$ cat src/rtl/multicycle_control_unit.sv
// multicycle_control_unit
//   Control unit for a multi-cycle RV32I datapath. The fetched instruction is
//   latched into an internal IR and stepped through
//   IDLE -> FETCH -> DECODE -> EXEC -> (MEM) -> (WB) -> FETCH.
//   Illegal encodings and memory timeouts park the unit in TRAP until reset.
//
// Optional build macro: CU_PERF_CNT_EN adds the retired_cnt/stall_cnt
//   performance counters. The default build leaves them out.
//
// Ports
//   clk, rst_n       clock, asynchronous active-low reset
//   instr            fetched instruction, sampled when imem_ack=1 in FETCH
//   imem_ack         instruction memory done
//   dmem_ack         data memory done
//   br_taken         branch comparator result for the IR's funct3
//   imem_req         instruction fetch request (FETCH only)
//   dmem_req/dmem_we data access request / write enable (MEM only)
//   dmem_size        IR funct3 while in MEM
//   reg_write        register file write enable (WB only)
//   pc_write, n_pc   PC update enable and next-PC select
//   alu_c, op_a,     ALU op, operand selects and immediate format,
//   op_b, imm_sel    driven in EXEC
//   wb_sel           write-back source, meaningful in WB
//   trap, trap_cause sticky trap flag and its cause
//   retired_cnt,     (CU_PERF_CNT_EN only) retired instructions and
//   stall_cnt        memory wait cycles
//   state_o          current state, for debug
//
// Handshake: a request (imem_req/dmem_req) stays high while its state is
//   held; the matching ack is taken only in a cycle where the request is
//   high, and the request drops in the cycle after the ack is sampled. An
//   ack with no request outstanding has no effect.
module multicycle_control_unit #(
   parameter int ALU_W       = 4,
   parameter int MEM_TIMEOUT = 16,
   parameter int CNT_W       = 32
) (
   input  logic             clk,
   input  logic             rst_n,
   input  logic [31:0]      instr,
   input  logic             imem_ack,
   input  logic             dmem_ack,
   input  logic             br_taken,
   output logic             imem_req,
   output logic             dmem_req,
   output logic             dmem_we,
   output logic [2:0]       dmem_size,
   output logic             reg_write,
   output logic             pc_write,
   output logic [1:0]       n_pc,
   output logic [ALU_W-1:0] alu_c,
   output logic [1:0]       op_a,
   output logic             op_b,
   output logic [2:0]       imm_sel,
   output logic [1:0]       wb_sel,
   output logic             trap,
   output logic [1:0]       trap_cause,
`ifdef CU_PERF_CNT_EN
   output logic [CNT_W-1:0] retired_cnt,
   output logic [CNT_W-1:0] stall_cnt,
`endif
   output logic [2:0]       state_o
);

   typedef enum logic [2:0] {
      IDLE   = 3'd0,
      FETCH  = 3'd1,
      DECODE = 3'd2,
      EXEC   = 3'd3,
      MEM    = 3'd4,
      WB     = 3'd5,
      TRAP   = 3'd7
   } state_t;

   localparam logic [6:0] OPC_LOAD   = 7'b0000011;
   localparam logic [6:0] OPC_STORE  = 7'b0100011;
   localparam logic [6:0] OPC_OP     = 7'b0110011;
   localparam logic [6:0] OPC_OPIMM  = 7'b0010011;
   localparam logic [6:0] OPC_BRANCH = 7'b1100011;
   localparam logic [6:0] OPC_JAL    = 7'b1101111;
   localparam logic [6:0] OPC_JALR   = 7'b1100111;
   localparam logic [6:0] OPC_LUI    = 7'b0110111;
   localparam logic [6:0] OPC_AUIPC  = 7'b0010111;

   localparam logic [3:0] ALU_ADD  = 4'd0;
   localparam logic [3:0] ALU_SUB  = 4'd1;
   localparam logic [3:0] ALU_AND  = 4'd2;
   localparam logic [3:0] ALU_OR   = 4'd3;
   localparam logic [3:0] ALU_XOR  = 4'd4;
   localparam logic [3:0] ALU_SLL  = 4'd5;
   localparam logic [3:0] ALU_SRL  = 4'd6;
   localparam logic [3:0] ALU_SLT  = 4'd7;
   localparam logic [3:0] ALU_SLTU = 4'd8;
   localparam logic [3:0] ALU_SRA  = 4'd9;

   // Wide enough to hold MEM_TIMEOUT itself.
   localparam int WAIT_W = (MEM_TIMEOUT > 1) ? $clog2(MEM_TIMEOUT + 1) : 1;

   state_t            state, state_next;
   logic [31:0]       ir;
   logic [WAIT_W-1:0] wait_cnt;
   logic [1:0]        cause_q, cause_next;
   logic [3:0]        alu_op;
   logic              legal;
   logic              waiting;
   logic              timeout_hit;

   logic [6:0] opcode;
   logic [2:0] funct3;
   logic [6:0] funct7;
   assign opcode = ir[6:0];
   assign funct3 = ir[14:12];
   assign funct7 = ir[31:25];

   // Register/immediate fields are consumed by the datapath straight from
   // its own copy of the instruction, not by this unit.
   logic unused_ir_bits;
   assign unused_ir_bits = ^ir[24:7];

   // A cycle with a request high and no ack.
   assign waiting = ((state == FETCH) && !imem_ack) || ((state == MEM) && !dmem_ack);

   // Fires on the MEM_TIMEOUT-th waiting cycle; an ack in that same cycle
   // takes priority because the ack branches are tested first below.
   assign timeout_hit = (MEM_TIMEOUT != 0) && (wait_cnt == WAIT_W'(MEM_TIMEOUT - 1));

   always_comb begin
      legal = 1'b0;
      case (opcode)
         OPC_LOAD, OPC_STORE, OPC_OPIMM, OPC_BRANCH,
         OPC_JAL, OPC_JALR, OPC_LUI, OPC_AUIPC: legal = 1'b1;
         OPC_OP: legal = (funct7 == 7'h00) ||
                         ((funct7 == 7'h20) && ((funct3 == 3'b000) || (funct3 == 3'b101)));
         default: legal = 1'b0;
      endcase
   end

   // funct7[5] picks SUB only for register-register ops (OP-IMM has no SUBI),
   // but picks SRA for both forms of the right shift.
   always_comb begin
      alu_op = ALU_ADD;
      case (funct3)
         3'b000: alu_op = ((opcode == OPC_OP) && funct7[5]) ? ALU_SUB : ALU_ADD;
         3'b001: alu_op = ALU_SLL;
         3'b010: alu_op = ALU_SLT;
         3'b011: alu_op = ALU_SLTU;
         3'b100: alu_op = ALU_XOR;
         3'b101: alu_op = funct7[5] ? ALU_SRA : ALU_SRL;
         3'b110: alu_op = ALU_OR;
         default: alu_op = ALU_AND;
      endcase
   end

   always_ff @(posedge clk or negedge rst_n) begin
      if (!rst_n) begin
         state    <= IDLE;
         ir       <= '0;
         wait_cnt <= '0;
         cause_q  <= '0;
      end else begin
         state <= state_next;
         if ((state == FETCH) && imem_ack) ir <= instr;
         if ((state_next == TRAP) && (state != TRAP)) cause_q <= cause_next;
         if (state_next != state) wait_cnt <= '0;
         else if (waiting)        wait_cnt <= wait_cnt + 1'b1;
      end
   end

   always_comb begin
      state_next = state;
      cause_next = 2'b00;
      imem_req   = 1'b0;
      dmem_req   = 1'b0;
      dmem_we    = 1'b0;
      dmem_size  = 3'b000;
      reg_write  = 1'b0;
      pc_write   = 1'b0;
      n_pc       = 2'b00;
      alu_c      = '0;
      op_a       = 2'b00;
      op_b       = 1'b0;
      imm_sel    = 3'b000;
      wb_sel     = 2'b00;
      trap       = 1'b0;
      trap_cause = cause_q;
      state_o    = state;
      case (state)
         IDLE: state_next = FETCH;
         FETCH: begin
            imem_req = 1'b1;
            if (imem_ack) begin
               state_next = DECODE;
            end else if (timeout_hit) begin
               state_next = TRAP;
               cause_next = 2'b11;
            end
         end
         DECODE: begin
            if (legal) begin
               state_next = EXEC;
            end else begin
               state_next = TRAP;
               cause_next = 2'b01;
            end
         end
         EXEC: begin
            alu_c      = ALU_W'(ALU_ADD);
            state_next = WB;
            case (opcode)
               OPC_OP: alu_c = ALU_W'(alu_op);
               OPC_OPIMM: begin
                  alu_c = ALU_W'(alu_op);
                  op_b  = 1'b1;
               end
               OPC_LOAD: begin
                  op_b       = 1'b1;
                  state_next = MEM;
               end
               OPC_STORE: begin
                  op_b       = 1'b1;
                  imm_sel    = 3'b001;
                  state_next = MEM;
               end
               OPC_LUI: begin
                  op_a    = 2'b10;
                  op_b    = 1'b1;
                  imm_sel = 3'b010;
               end
               OPC_AUIPC: begin
                  op_a    = 2'b01;
                  op_b    = 1'b1;
                  imm_sel = 3'b010;
               end
               OPC_BRANCH: begin
                  imm_sel    = 3'b011;
                  pc_write   = br_taken;
                  n_pc       = 2'b10;
                  state_next = FETCH;
               end
               OPC_JAL: begin
                  op_a     = 2'b01;
                  op_b     = 1'b1;
                  imm_sel  = 3'b100;
                  pc_write = 1'b1;
                  n_pc     = 2'b01;
               end
               OPC_JALR: begin
                  op_b     = 1'b1;
                  pc_write = 1'b1;
                  n_pc     = 2'b11;
               end
               default: begin
                  // DECODE already filters these; kept safe regardless.
                  state_next = TRAP;
                  cause_next = 2'b01;
               end
            endcase
         end
         MEM: begin
            dmem_req  = 1'b1;
            dmem_we   = (opcode == OPC_STORE);
            dmem_size = funct3;
            if (dmem_ack) begin
               if (opcode == OPC_STORE) begin
                  pc_write   = 1'b1;
                  state_next = FETCH;
               end else begin
                  state_next = WB;
               end
            end else if (timeout_hit) begin
               state_next = TRAP;
               cause_next = 2'b10;
            end
         end
         WB: begin
            reg_write  = 1'b1;
            state_next = FETCH;
            if (opcode == OPC_LOAD) begin
               wb_sel   = 2'b01;
               pc_write = 1'b1;
            end else if ((opcode == OPC_JAL) || (opcode == OPC_JALR)) begin
               // The jump target was written to the PC in EXEC.
               wb_sel = 2'b10;
            end else begin
               pc_write = 1'b1;
            end
         end
         TRAP: trap = 1'b1;
         default: state_next = IDLE;
      endcase
   end

`ifdef CU_PERF_CNT_EN
   // Neither counter can advance in TRAP: there is no exit to FETCH and no
   // waiting cycle from there.
   always_ff @(posedge clk or negedge rst_n) begin
      if (!rst_n) begin
         retired_cnt <= '0;
         stall_cnt   <= '0;
      end else begin
         if ((state_next == FETCH) && ((state == EXEC) || (state == MEM) || (state == WB)))
            retired_cnt <= retired_cnt + 1'b1;
         if (waiting)
            stall_cnt <= stall_cnt + 1'b1;
      end
   end
`else
   logic [CNT_W-1:0] unused_cnt_w;
   assign unused_cnt_w = '0;
`endif

endmodule

$ cat config.mk
export PLATFORM = sky130hd
export DESIGN_NAME = multicycle_control_unit
export DESIGN_NICKNAME = d
export VERILOG_FILES = /design/src/rtl/multicycle_control_unit.sv
export SDC_FILE = /design/constraint.sdc
export NUM_CORES = 1
export LEC_CHECK = 0
export ABC_AREA = 0
export CAP_MARGIN = 20
export CORE_MARGIN = 2
export CORE_UTILIZATION = 35
export DETAILED_ROUTE_END_ITERATION = 8
export MAX_ROUTING_LAYER = met4
export PLACE_DENSITY = 0.77
export SYNTH_ARGS = -nofsm -noshare
export SYNTH_HDL_FRONTEND = slang
export SYNTH_SLANG_ARGS = --single-unit
$ cat constraint.sdc
create_clock -name clk -period 2.35 [get_ports clk]
set_clock_uncertainty 0.1 [all_clocks]
set_input_delay 0.235 -clock clk [delete_from_list [all_inputs] [get_ports clk]]
set_output_delay 0.235 -clock clk [all_outputs]
set_load 0.005 [all_outputs]
==> results of run 1 <==
path summary, 6_finish.rpt:
check | startpoint | to | slack, ns | depth (start not counted)
worst max register to register | wait_cnt[0]$_DFFE_PN0P_ | wait_cnt[4]$_DFFE_PN0P_ | 0.15 | 7
worst min-delay path | rst_n | ir[29]$_DFFE_PN0P_ | 0.23 | 2
max in group asynchronous | rst_n | ir[2]$_DFFE_PN0P_ | 1.64 | 2
min in group clk | ir[31]$_DFFE_PN0P_ | ir[31]$_DFFE_PN0P_ | 0.40 | 1
worst min register to register | ir[31]$_DFFE_PN0P_ | ir[31]$_DFFE_PN0P_ | 0.40 | 1
worst max-delay path | state_o[0]$_DFF_PN0_ | dmem_req | 0.06 | 4
cell type report:
| type | count | area, um^2 |
|---|---|---|
| sequential | 27 | 681.9 |
| inverter | 11 | 41.29 |
| clock buffer | 4 | 45.04 |
| timing repair buffer | 78 | 715.7 |
| fill | 492 | 2397 |
| tap | 70 | 87.58 |
| multi-input combinational | 144 | 1139 |
registers in the layout, summed over array words and instances, names as in the netlist:
| signal | flops |
|---|---|
| state_o | 3 |
| trap_cause | 2 |
| wait_cnt | 5 |
| ir | 17 |
routing by layer:
metal  part of all wire (%)  wire length [um]
met1                     43              2081
met2                     48              2294
met5                      0                 0
met3                    5.9               282
met4                    2.7               131
cells in the final DEF (no fill, tap or decap), drive strengths merged, types with 2 or more instances in the layout:
master | synthesis | final
clkdlybuf4s50 | 0 | 37
buf | 11 | 29
dfrtp | 27 | 27
nor2 | 16 | 16
nand2 | 15 | 15
mux2 | 14 | 14
inv | 11 | 11
o21ai | 9 | 9
nor3 | 9 | 9
dlygate4sd2 | 0 | 8
a21oi | 7 | 7
and3 | 6 | 6
nand3 | 4 | 4
dlymetal6s2s | 0 | 4
or2 | 4 | 4
clkbuf | 2 | 4
xor2 | 3 | 3
nor2b | 3 | 3
nor4 | 3 | 3
and2 | 3 | 3
nand2b | 2 | 2
nand3b | 2 | 2
nor4b | 2 | 2
a211oi | 2 | 2
o211ai | 2 | 2
mux2i | 2 | 2
or3b | 2 | 2
nand4bb | 2 | 2
or3 | 2 | 2
a2111oi | 2 | 2
nor3b | 2 | 2
or4 | 2 | 2
a22oi | 2 | 2
o21bai | 2 | 2
ha | 2 | 2
cell families after synthesis:
group	count (synthesis)
AND/OR/NAND/NOR	83
AO/OA/AOI/OAI	39
flip-flops	27
buffers and inverters	24
multiplexers	16
XOR/XNOR	4
adder cells (fa/ha/maj)	2
critical path, cell delays in order (launching register included):
cell and delay, ns:
dfrtp_1 0.41, or3b_1 0.45, buf_4 0.18, inv_1 0.11, clkdlybuf4s50_1 0.52
where the power goes:
part	leakage, nW	total (W)	switching, W	internal, W
sequential	0.337	0.000464	0	0.000464
clock	0.0228	0.000267	0.000145	0.000122
combinational	0.855	0.0000521	0.0000185	0.0000336
stage by stage:
| step | instance area (um^2) | hold slack [ns] | std cells |
|---|---|---|---|
| finish | 2710 | 0.2278 | 334 |
| global route | 2710 | 0.2609 | 334 |
| floorplan | 1843 | -0.1606 | 195 |
| global placement | 2496 | 0.3836 | 323 |
| CTS | 2661 | 0.2319 | 332 |
| detailed placement | 2496 | 0.3870 | 323 |
timing repair:
item	CTS	global route
cloned	0	0
buffers inserted	6	2
endpoints found under the setup margin	11	16
pin swaps	6	3
resized for setup	27	12
==> results.json, run 1 <==
{
  "status": "finished clean",
  "slew_headroom_pct": 68.89,
  "vias": 1769,
  "use_met3_pct": 2.962,
  "yosysMostFrequentCell": "dfrtp_1",
  "drc_errors": 0,
  "core_mm2": 0.005107,
  "preCtsSetupSlack_ns": 0.04485,
  "yosysSeqAreaShare_pct": 36.66,
  "syn_area_mm2": 0.001843,
  "start_util_pct": 36.09,
  "crit_type": "flip-flop to output port",
  "die_x_um": 76.57,
  "hold_viol": 0,
  "grt_usage_pct": 17.46,
  "cts.htree.levels": 1,
  "std_cell_rows": 26,
  "cp.arrival_ns": 1.95,
  "endpoint_kind": "output port",
  "avgSynthCellArea_um2": 9.451,
  "gr-usage-met1_pct": 21.83,
  "synth_top_family_by_area": "simple AND/OR/NAND/NOR gates",
  "tightest_slew_ns": 0.4617,
  "setup_violations": 0,
  "final_layout_size_suffix_gt1_share_pct": 30.68,
  "start_kind": "flip-flop",
  "power.density_mw_per_mm2": 289.1,
  "period_minus_slack_ns": 2.285,
  "clock_path_buffers": 2,
  "vdd_ir_drop_max_mv": 0.2447,
  "syn_inst": 195,
  "boundaryPins": 65,
  "tns_ns": 0,
  "setup_slack_ns": 0.06458,
  "cp_max_fo": 4,
  "via_per_inst": 5.296,
  "die_h_um": 76.57,
  "synth_xor_area_share_pct": 1.901,
  "cts.clk_slew.worst_paths_ns": 0.09,
  "numCtsBuffers": 3,
  "grt_pass1_vias": 1716,
  "synth_simple_gate_area_share_pct": 25.80,
  "antennaDiodeCount": 0,
  "max_cap_viol_count": 0,
  "clkSinkCount": 27,
  "wl_per_cell_um": 14.34,
  "synthTopCellsByArea": "dfrtp_1, mux2_2, nor2_1",
  "synth_common_cells": "dfrtp_1, nor2_1, nand2_1",
  "max_freq_mhz": 437.6,
  "synth_edf_count": 0,
  "synth-main-ff-cell": "dfrtp_1",
  "clock_latency_ns": 0.28,
  "hold_path_class": "input port to asynchronous set/reset pin",
  "grt_first_pass_wirelength_mm": 8.114,
  "period_share_pct": 97.25,
  "gp_congestion": 0.9091,
  "tritoncts": "done",
  "grt_max_degree": 28,
  "yosysUniqueCellTypes": 61,
  "yosys_warnings": 0,
  "rsz0062_at_grt": "no",
  "grt_use_met2_pct": 27.96,
  "fin_nets": 304,
  "top_usage_layer": "met2",
  "hpwl_mm": 3.447,
  "cts-root-buf": "clkbuf_8",
  "final_util_pct": 53.06,
  "synthMuxAreaShare_pct": 9.640,
  "async_flop_share_pct": 100.0,
  "port_buffers": 49,
  "synth_largest_area_cell": "dfrtp_1",
  "dieArea_mm2": 0.005862,
  "synth_fp_nets": 234,
  "leakage_nw": 1.215,
  "total_power_w": 0.0007835,
  "yosys.area_share.adder_pct": 1.358,
  "dr.pass1.iters": 4,
  "required_ns": 2.02,
  "synth.top_cell.area_share_pct": 36.66,
  "routed_wl_mm": 4.789,
  "antenna_found_initial": 0,
  "synth_seq_cells": 27,
  "area_growth_pct": 47.05,
  "hold_buffers": 0,
  "drv_slew": 0,
  "drt_iter0_markers": 121,
  "overflow": 0,
  "ant_nets": 0,
  "synth_compound_area_share_pct": 17.52
}
(Power assumes the default switching activity.)
==> inputs of run 2 (changes only) <==
Settings changed: CELL_PAD_IN_SITES_DETAIL_PLACEMENT set to 0, CELL_PAD_IN_SITES_GLOBAL_PLACEMENT set to 1, CORE_UTILIZATION 35 to 34, CTS_BUF_LIST set to sky130_fd_sc_hd__clkbuf_4 sky130_fd_sc_hd__clkbuf_8, PLACE_DENSITY 0.77 to 0.94.
==> run 2 against run 1 <==
Maximum frequency about the same. Non-clock buffer count up 4. Via count up 0.68%. Combinational power about the same. Clock power up 2%. Sequential share of layout area down 0.47 points. Critical endpoint is now wait_cnt[4]$_DFFE_PN0P_. Register-to-register slack worse by 0.08 ns. Routed wire length up 5.3%.
==> results.json, run 2 (synthesized netlist as in run 1, its figures left out) <==
{
  "wl_per_cell_um": 14.92,
  "slew_headroom_pct": 69.97,
  "drc_errors": 0,
  "final_util_pct": 53.39,
  "tritoncts": "done",
  "final_layout_size_suffix_gt1_share_pct": 32.46,
  "drv_slew": 0,
  "tightest_slew_ns": 0.4455,
  "cp_max_fo": 8,
  "die_h_um": 77.63,
  "std_cell_rows": 26,
  "cts.clk_slew.worst_paths_ns": 0.09,
  "start_util_pct": 35.63,
  "r2r_setup_slack_ns": 0.07,
  "grt_pass1_vias": 1741,
  "leakage_nw": 1.262,
  "cp.arrival_ns": 2.36,
  "drt_iter0_markers": 94,
  "layout.cells.non_filler": 338,
  "antennaDiodeCount": 0,
  "ant_nets": 0,
  "crit_type": "flip-flop to flip-flop",
  "clkSinkCount": 27,
  "r2r_end": "wait_cnt[4]$_DFFE_PN0P_",
  "hpwl_mm": 3.600,
  "vias": 1781,
  "numCtsBuffers": 3,
  "die_x_um": 77.63,
  "clock_latency_ns": 0.27,
  "port_buffers": 49,
  "dieArea_mm2": 0.006026,
  "grt_usage_pct": 17.32,
  "hold_slack_ns": 0.2258,
  "status": "finished clean",
  "hold_path_class": "input port to asynchronous set/reset pin",
  "layout_commonest_cell": "clkdlybuf4s50_1",
  "fin_nets": 308,
  "clock_path_buffers": 2,
  "gp_congestion": 0.8738,
  "power.density_mw_per_mm2": 285.6,
  "antenna_found_initial": 0,
  "grt_max_degree": 28,
  "dr.pass1.iters": 4,
  "post_dp_cell_area_mm2": 0.002511,
  "setup_slack_ns": 0.06606,
  "fin_area_mm2": 0.002761,
  "endpoint_kind": "flip-flop",
  "cts.htree.levels": 1,
  "placed_cells": 325,
  "final_cell_mix": "clkdlybuf4s50_1, buf_4, dfrtp_1, nand2_1, nor2_1",
  "overflow": 0,
  "period_share_pct": 97.19,
  "r2r_start": "wait_cnt[0]$_DFFE_PN0P_",
  "reg2regPathDepth": 7,
  "start_kind": "flip-flop",
  "vdd_ir_drop_max_mv": 0.1847,
  "routed_wl_mm": 5.044,
  "hold_buffers": 0,
  "preCtsSetupSlack_ns": 0.04441,
  "grt_first_pass_wirelength_mm": 8.273,
  "setup_violations": 0,
  "top_register": "ir",
  "area_growth_pct": 49.83,
  "max_cap_viol_count": 0,
  "required_ns": 2.42,
  "period_minus_slack_ns": 2.284,
  "via_per_inst": 5.269,
  "hold_viol": 0,
  "boundaryPins": 65,
  "largest_reg_flops": 17,
  "max_freq_mhz": 437.8,
  "cts-root-buf": "clkbuf_8",
  "core_mm2": 0.005172
}
[run 2: cell count changes in the layout (fill, tap and decap cells not counted), moves of 2 or more]
| cell | change |
|---|---|
| clkdlybuf4s15_1 | +2 |
| dlymetal6s2s_1 | +2 |
| buf_6 | -2 |
| buf_4 | +6 |
| dlygate4sd2_1 | -3 |
[run 2: critical path: stages, from the launching register on]
cell and delay (ns):
dfrtp_1 0.41, ha_1 0.21, and3_1 0.21, ha_4 0.19, o21bai_1 0.18, a221oi_1 0.14, a311o_2 0.46, a2111oi_4 0.28
[run 2: per-stage QoR]
stage | total power [W] | TNS [ns]
6_report | 0.0007887 | 0
5_1_grt | 0.0008271 | -0.01122
4_1_cts | 0.0008017 | -0.1292
2_1_floorplan | 0.0004755 | 0
3_5_place_dp | 0.0005266 | 0
3_3_place_gp | 0.0005255 | 0
[run 2: how the worst max path moves through the flow]
stage                                 start                 endpoint  slack (ns)  cells past startpoint
floorplan           wait_cnt[0]$_DFFE_PN0P_  wait_cnt[4]$_DFFE_PN0P_        0.23                      7
global placement    wait_cnt[0]$_DFFE_PN0P_  wait_cnt[1]$_DFFE_PN0P_        0.07                      8
detailed placement  wait_cnt[0]$_DFFE_PN0P_  wait_cnt[4]$_DFFE_PN0P_        0.04                      7
CTS                       ir[4]$_DFFE_PN0P_                     op_b       -0.13                      6
global route        wait_cnt[0]$_DFFE_PN0P_  wait_cnt[1]$_DFFE_PN0P_      -0.005                      9
finish              wait_cnt[0]$_DFFE_PN0P_  wait_cnt[4]$_DFFE_PN0P_        0.07                      7
[run 2: final cells by class]
cell class / count / area (um^2)
multi-input cells: 144 / 1155
inverters: 11 / 41.29
repair buffers: 82 / 747.0
flip-flops and latches: 27 / 681.9
fillers: 462 / 2411
well taps: 70 / 87.58
clock buffers: 4 / 48.80
[run 2: timing repair]
item	4_1_cts	5_1_grt
setup buffers	2	7
cloned	0	0
resized for setup	21	22
endpoints found under the setup margin	11	18
pin swaps	1	5
[run 2: layer usage]
| layer | routed length [um] | global-route usage (%) | vias up |
|---|---|---|---|
| met5 | 0 | - | - |
| li1 | - | - | 852 |
| met3 | 259 | 2.209 | 10 |
| met4 | 89 | 5.714 | 0 |
| met1 | 2257 | 23.67 | 858 |
| met2 | 2437 | 26.64 | 61 |
[run 2: where the power goes]
group / internal [W] / switching [W] / total, W
clock: 0.000133 / 0.000139 / 0.000272
sequential: 0.000464 / 0 / 0.000464
combinational: 0.0000336 / 0.0000187 / 0.0000523
==> RTL edit, RTL diff (settings of run 1) <==
Set the parameter `MEM_TIMEOUT` to 64 (it was 16).
--- a/src/rtl/multicycle_control_unit.sv
+++ b/src/rtl/multicycle_control_unit.sv
@@ -33,5 +33,5 @@
 module multicycle_control_unit #(
    parameter int ALU_W       = 4,
-   parameter int MEM_TIMEOUT = 16,
+   parameter int MEM_TIMEOUT = 64,
    parameter int CNT_W       = 32
 ) (
Function: no difference found for any inputs over 10 cycles, from zero or initial values and one cycle with rst_n low; that may be too few to reach the edited logic, so the function may still have changed.
==> RTL edit against run 1 <==
- wire length grew 14%
- core utilization shrank 0.067 points
- synthesized area grew 7.4%
- die area grew 7.0%
- sequential cell count grew 2
- first-iteration DRC count grew 6.6%
- maximum frequency shrank 1.7%
- final area grew 7.0%
- worst setup slack lost 0.039 ns
Power is left out: it rests on default switching activity, and per cell area and clock period it moved more than threefold.
==> RTL edit: results (changes against run 1) <==
- Met3 usage: 3.07% (+0.11 points)
- First-pass GRT wire length: 8.72 mm (+7.5%)
- Final GP Congestion: 0.857 (-5.7%)
- Post-Route M1 WL: 2.53 mm (+22%)
- Number of global-route vias before repair: 1826 (+6.4%)
- Slew HR: 45.8% (-23 points)
- Max reg flops: 17 (unchanged)
- Post-detail-place hpwl: 3.96 mm (+15%)
- WHS: 0.224 ns (-0.00357 ns)
- Worst setup endpoint: imm_sel[2]
- Outcome: finished clean
- Synth area leaders: dfrtp_1 (37%), mux2_2 (8.5%), nand2_1 (3.6%), xor2_1 (3.5%), nor3_1 (3.0%)
- Placed Instances: 336 (+4.0%)
- Largest net degree at the start of global routing: 30 (+7.1%)
- Critical path launch point: state_o[2]$_DFF_PN0_
- Placed inst area: 2640 um^2 (+5.7%)
- Sequential share of the synthesized area: 36.7% (about the same)
- Cell Area, Synth: 1980 um^2 (+7.4%)
- Reg2reg end: trap_cause[0]$_DFFE_PN0P_
- DR vias: 1898 (+7.3%)
- DRT iter0 DRCs: 129 (+6.6%)
- GR met2 Demand/Resource: 29.4% (+1.4 points)
- RR Startpoint: ir[1]$_DFFE_PN0P_
- Cells after synthesis: 209 (+7.2%)
- Nets@finish: 320 (+5.3%)
- Layout clock buffer count: 5 (+1)
- Signal buffers: 80 (+2.6%)
- Worst-Skew Late Latency: 0.29 ns
- Grt met1 use: 23.5% (+1.6 points)
- Fill count: 506 (+2.8%)
- Multi-input gate share of the layout cell area: 43.0% (+0.96 points)
- Met3 Routed Length: 205 um (-27%)
- CP Max Fanout: 5 (+1)
- Layout cell share with drive strength beyond 1: 29.7% (-1.0 points)
- Non-clk buf share: 24.7% (-1.7 points)
- R2R depth: 7 (unchanged)
- Post-DR wirelength/cell: 15.4 um (+7.1%)
- Clock sinks: 29 (+7.4%)
- Number of distinct library cells after synthesis: 56 (-8.2%)
- CTS H-tree depth: 2 (+1)
- Pre-CTS setup slack: 0.00492 ns (-0.0399 ns)
- Inverters: 7 (-4)
- Final Instance Area: 2900 um^2 (+7.0%)
- Final min period: 2.32 ns (+0.0389 ns)
- All-Layer GR Usage: 18.3% (+0.84 points)
- Arr. time, crit path: 1.99 ns (+0.04 ns)
==> RTL edit: changes by cell type after synthesis, moves of 4 or more <==
cell,delta
nor2_1,-7
xor2_1,+5
nand2_1,+4
clkbuf_1,+4
nor3_1,+4
inv_1,-4
==> RTL edit: timing repair <==
action | in CTS | in global routing
gates resized for setup | 19 | 14
setup endpoints to repair | 12 | 16
pin swaps | 1 | 6
buffers inserted | 3 | 8
hold endpoints to repair | 0 | 0
==> RTL edit: critical path: cells and delay by family (launching register included) <==
family	cells	cell delay, ns
flops	1	0.43
buf+inv	1	0.52
simple gates	4	0.74
==> RTL edit: cell families (layout without fill, tap and decap cells) <==
family                   Yosys count  in the layout  synth area share [%]
multiplexers                      17             17                  9.54
flip-flops                        29             29                  36.7
XOR/XNOR                           8              8                  3.54
buffers and inverters             21             95                  4.93
AO/OA/AOI/OAI                     46             46                  18.6
adder cells (fa/ha/maj)            1              1                 0.632
AND/OR/NAND/NOR                   87             87                  26.0
